===== src/rtl/vx_csr_rmw_stage.sv =====
// CSR read-modify-write issue stage: single-cycle RMW against the CSR data block,
// with the old value returned to writeback through a small response FIFO.
module vx_csr_rmw_stage #(
  parameter int          NUM_WARPS       = 4,
  parameter int          UUID_BITS       = 44,
  parameter int          RSP_DEPTH       = 2,
  parameter logic [11:0] CSR_FFLAGS_ADDR = 12'h001,
  parameter logic [11:0] CSR_FRM_ADDR    = 12'h002,
  parameter logic [11:0] CSR_FCSR_ADDR   = 12'h003,
  parameter int          NW_BITS         = (NUM_WARPS > 1) ? $clog2(NUM_WARPS) : 1
) (
  input  logic                 clk,
  input  logic                 reset,
  input  logic                 req_valid,
  output logic                 req_ready,
  input  logic [UUID_BITS-1:0] req_uuid,
  input  logic [NW_BITS-1:0]   req_wid,
  input  logic [4:0]           req_rd,
  input  logic                 req_wb,
  input  logic [1:0]           req_op,
  input  logic                 req_use_imm,
  input  logic [4:0]           req_imm,
  input  logic [31:0]          req_rs1,
  input  logic [11:0]          req_addr,
  input  logic [NUM_WARPS-1:0] fpu_pending,
  output logic                 read_enable,
  output logic [UUID_BITS-1:0] read_uuid,
  output logic [11:0]          read_addr,
  output logic [NW_BITS-1:0]   read_wid,
  input  logic [31:0]          read_data,
  output logic                 write_enable,
  output logic [UUID_BITS-1:0] write_uuid,
  output logic [11:0]          write_addr,
  output logic [NW_BITS-1:0]   write_wid,
  output logic [31:0]          write_data,
  output logic                 rsp_valid,
  input  logic                 rsp_ready,
  output logic [UUID_BITS-1:0] rsp_uuid,
  output logic [NW_BITS-1:0]   rsp_wid,
  output logic [4:0]           rsp_rd,
  output logic                 rsp_wb,
  output logic [31:0]          rsp_data,
  output logic                 busy,
  output logic [31:0]          stall_cycles
);

  localparam int PTR_BITS = $clog2(RSP_DEPTH);
  localparam int CNT_BITS = PTR_BITS + 1;
  localparam int ENTRY_W  = UUID_BITS + NW_BITS + 5 + 1 + 32;

  logic [ENTRY_W-1:0]  fifo_mem [RSP_DEPTH];
  logic [PTR_BITS-1:0] wr_ptr, rd_ptr;
  logic [CNT_BITS-1:0] count;

  logic [31:0] src, new_val;
  logic        fp_csr, hazard, full, fire, pop, wr_ok;

  assign src    = req_use_imm ? {27'b0, req_imm} : req_rs1;
  assign fp_csr = (req_addr == CSR_FFLAGS_ADDR) || (req_addr == CSR_FRM_ADDR) ||
                  (req_addr == CSR_FCSR_ADDR);
  assign hazard = fp_csr & fpu_pending[req_wid];
  assign full   = (count == CNT_BITS'(RSP_DEPTH));

  // Gated by reset so nothing is accepted or strobed while reset is held low.
  assign req_ready = reset & ~full & ~hazard;
  assign fire      = req_valid & req_ready;

  // Opcode 0 falls into the set path with the write suppressed.
  always_comb begin
    new_val = read_data | src;
    wr_ok   = (src != 32'd0) && (req_op != 2'd0);
    case (req_op)
      2'd1: begin
        new_val = src;
        wr_ok   = 1'b1;
      end
      2'd3: new_val = read_data & ~src;
      default: ;
    endcase
  end

  assign read_enable  = fire;
  assign read_uuid    = req_uuid;
  assign read_addr    = req_addr;
  assign read_wid     = req_wid;
  assign write_enable = fire & wr_ok;
  assign write_uuid   = req_uuid;
  assign write_addr   = req_addr;
  assign write_wid    = req_wid;
  assign write_data   = new_val;

  assign rsp_valid = reset & (count != '0);
  assign pop       = rsp_valid & rsp_ready;
  assign {rsp_uuid, rsp_wid, rsp_rd, rsp_wb, rsp_data} = fifo_mem[rd_ptr];
  assign busy      = req_valid | rsp_valid;

  always_ff @(posedge clk) begin
    if (fire)
      fifo_mem[wr_ptr] <= {req_uuid, req_wid, req_rd, req_wb, read_data};
  end

  always_ff @(posedge clk) begin
    if (!reset) begin
      wr_ptr       <= '0;
      rd_ptr       <= '0;
      count        <= '0;
      stall_cycles <= '0;
    end else begin
      if (fire) wr_ptr <= wr_ptr + 1'b1;
      if (pop)  rd_ptr <= rd_ptr + 1'b1;
      if (fire && !pop)      count <= count + 1'b1;
      else if (!fire && pop) count <= count - 1'b1;
      if (req_valid && hazard && !full) stall_cycles <= stall_cycles + 32'd1;
    end
  end

`ifndef SYNTHESIS
  always_ff @(posedge clk) begin
    if (reset && fire)
      assert (req_op != 2'd0) else $error("illegal CSR op 0 accepted, uuid %0h", req_uuid);
  end
`endif

endmodule


===== config.mk =====
export PLATFORM = sky130hd
export DESIGN_NAME = vx_csr_rmw_stage
export DESIGN_NICKNAME = d
export VERILOG_FILES = /design/src/rtl/vx_csr_rmw_stage.sv
export SDC_FILE = /design/constraint.sdc
export NUM_CORES = 1
export LEC_CHECK = 0
export CAP_MARGIN = 20
export CORE_MARGIN = 2
export CORE_UTILIZATION = 40
export DETAILED_ROUTE_END_ITERATION = 10
export HOLD_SLACK_MARGIN = 0.02
export PLACE_DENSITY = 0.76
export RECOVER_POWER = 25
export REMOVE_ABC_BUFFERS = 1
export SYNTH_ARGS = -nofsm -noshare
export SYNTH_HDL_FRONTEND = slang
export SYNTH_SLANG_ARGS = --single-unit

===== constraint.sdc =====
create_clock -name clk -period 7.05 [get_ports clk]
set_input_delay 1.41 -clock clk [delete_from_list [all_inputs] [get_ports clk]]
set_output_delay 1.41 -clock clk [all_outputs]
set_load 0.02 [all_outputs]

==> metrics.cfg <==
[finish]
design_area_sq_mm=0.01407
final_nets=1209
post-route-util_pct=58.35
area_growth_pct=44.63
final_cell_mix=clkdlybuf4s50_1, edfxtp_1, mux2_2, dlygate4sd3_1, a21oi_1
final_common_cell=clkdlybuf4s50_1
layout-drive-gt1-share_pct=12.77

[min_path]
worst_hold_path_type=flop to flop

[die]
rows=57
coreArea_sq_mm=0.02411
initial_utilization_pct=40.35
dieWidth_um=159.9
io_pins=413
die_h_um=159.9
fp.dieArea_sq_mm=0.02558

[drt]
drtAntennaViolNets=0
drc=0
vias=7188
wl_per_cell_um=20.31
dr.pass1.iters=5
via_per_inst=5.098
drtIter0Drc=407
wl_um=28630

[place]
dp_slack_ps=1400
dpl_cell_area_sq_mm=0.01335
io_buffers=412
dpl.hpwl_um=21200
routabilityCongestion=0.8579

[setup_path]
cp_common_cell=clkdlybuf4s50_1
crit_slowest_cell=clkdlybuf4s50_1
cp_max_fo=2
worstSetupPathType=input pin to output port
critPathCaptureType=output port
path_cells=clkdlybuf4s50_1, or4_1, nor4_1, a32oi_1, o32ai_1, nor2_1, clkdlybuf4s50_1
r2r_slack_ps=4400
cp.arrival_ps=4240
cp-start-kind=input pin
required_ps=5640
cpPeakStageDelay_ps=560

[logic_synthesis]
syn-instance-count=760
avgSynthCellArea_sq_um=12.80
synth.cell_area_sq_mm=0.009726
ys_ff_latch=205
synth_edf_count=168
synth_top_area_cell=edfxtp_1
synth.distinct_cells=42
yosysWarnings=0
ys_top_cells_by_area=edfxtp_1, mux2_2, buf_4
ys.flop_type=edfxtp_1
synth_top_cell_area_share_pct=51.87
seq_area_frac_synth_pct=59.49
synthArstFlopShare_pct=0

[timing]
fmax_ghz=0.1769
slew_violations=0
finalCritPeriodShare_pct=80.20
skew_ps=10.20
period_needed_ps=5654
worst_pin_slew_ps=1054
tns_ps=0
postLayoutSetupSlackWorst_ps=1396
hold_violations=0
finalSetupViolations=0
rsz0062_at_grt=no
maxSlewHeadroom_pct=29.56

[cts]
htree_levels=1
numCtsBuffers=24
cts_repair_resize_count=0
clk_latency_ps=510
cts.sinks=205
clkSlewWorstSetupHoldPaths_ps=50
cts_hold_buf=0
post_cts_buffers=0
cts_tree=built
cts_root_buf=clkbuf_16
clockBufferDepth=3

[pwr]
ir_drop_mv=0.1898
leakagePower_nw=4.681
power.total_mw=3.209
power_density_mw_per_mm2=228.2

[grt]
grt.met3_usage_pct=6.234
track_usage_pct=21.52
antenna_found_initial=5
grt_util_met1_pct=25.22
grt_max_degree=56
grt.busiest_layer=met2
grt_use_met2_pct=37.74
grt_pass1_vias=6896
grt_first_pass_wirelength_um=42120
gr-total-overflow=0

[job]
drv_cap=0

[status]
status=finished, final reports clean

power by group:
| group | leakage [nW] | switching (mW) | internal (mW) | total [mW] |
|---|---|---|---|---|
| logic | 2.49 | 0.364 | 0.340 | 0.704 |
| registers | 1.84 | 0.0211 | 1.37 | 1.39 |
| clock network | 0.352 | 0.483 | 0.629 | 1.11 |
| total | 4.68 | 0.868 | 2.34 | 3.21 |
final cells by class:
| cell class | instances | area (sq um) |
|---|---|---|
| flip-flops and latches | 205 | 5789 |
| diodes | 5 | 12.51 |
| clock buffers | 29 | 619.3 |
| fillers | 2003 | 10040 |
| well taps | 324 | 405.4 |
| repair buffers | 421 | 4182 |
| clock inverters | 15 | 88.84 |
| inverters | 12 | 45.04 |
| multi-input cells | 399 | 2924 |
flip-flops by register name, indices dropped and copies added (netlist names), named ones only:
register	count
count	2
rd_ptr	1
wr_ptr	1
stall_cycles	32
fifo_mem	168
kinds of logic (layout without fill, tap and decap cells):
kind of cell | count (synthesis) | after routing | synth area share (%)
XOR/XNOR | 39 | 39 | 3.512
AND/OR/NAND/NOR | 172 | 172 | 9.778
other | 0 | 5 | 0
multiplexers | 93 | 93 | 10.78
adder cells (fa/ha/maj) | 2 | 2 | 0.2573
AO/OA/AOI/OAI | 93 | 93 | 5.609
flip-flops | 205 | 205 | 59.49
buffers and inverters | 156 | 477 | 10.58
path summary, 6_finish.rpt:
check,from,endpoint,cells after the start
worst max-delay path,req_rs1[3],write_enable,7
worst min register to register,stall_cycles[12],stall_cycles[12],2
worst min-delay path,stall_cycles[12],stall_cycles[12],2
worst max register to register,count[0],fifo_mem[0][79],4
Yosys cell counts, types with 12 or more instances:
cell	instances
or4_1	18
clkbuf_1	24
nor2b_1	28
mux2_2	84
nand2_1	18
edfxtp_1	168
nand3_1	13
nor4_1	12
a21oi_1	52
xnor2_1	28
o31ai_1	15
buf_4	116
nor2_1	49
dfxtp_1	37
through the flow:
step,cells,hold WS [ps]
finish,1410,486.5
global route,1407,517.8
CTS,1405,487.3
detailed placement,1361,476.6
global placement,1361,470.4
floorplan,616,466.8
critical path, delay by kind of cell:
kind / cells / cell delay (ps)
buffers and inverters: 2 / 990
and+or+nand+nor: 3 / 1080
AOI/OAI and AO/OA: 2 / 760
per-layer routing:
metal | routed length, um | vias to the layer above | share of wire, %
met2 | 14340 | 326 | 50
met1 | 10850 | 3477 | 38
met5 | 30 | - | 0.10
met3 | 2396 | 68 | 8.4
li1 | - | 3313 | -
met4 | 1018 | 4 | 3.6
No activity file was read; power rests on OpenSTA's default activity.
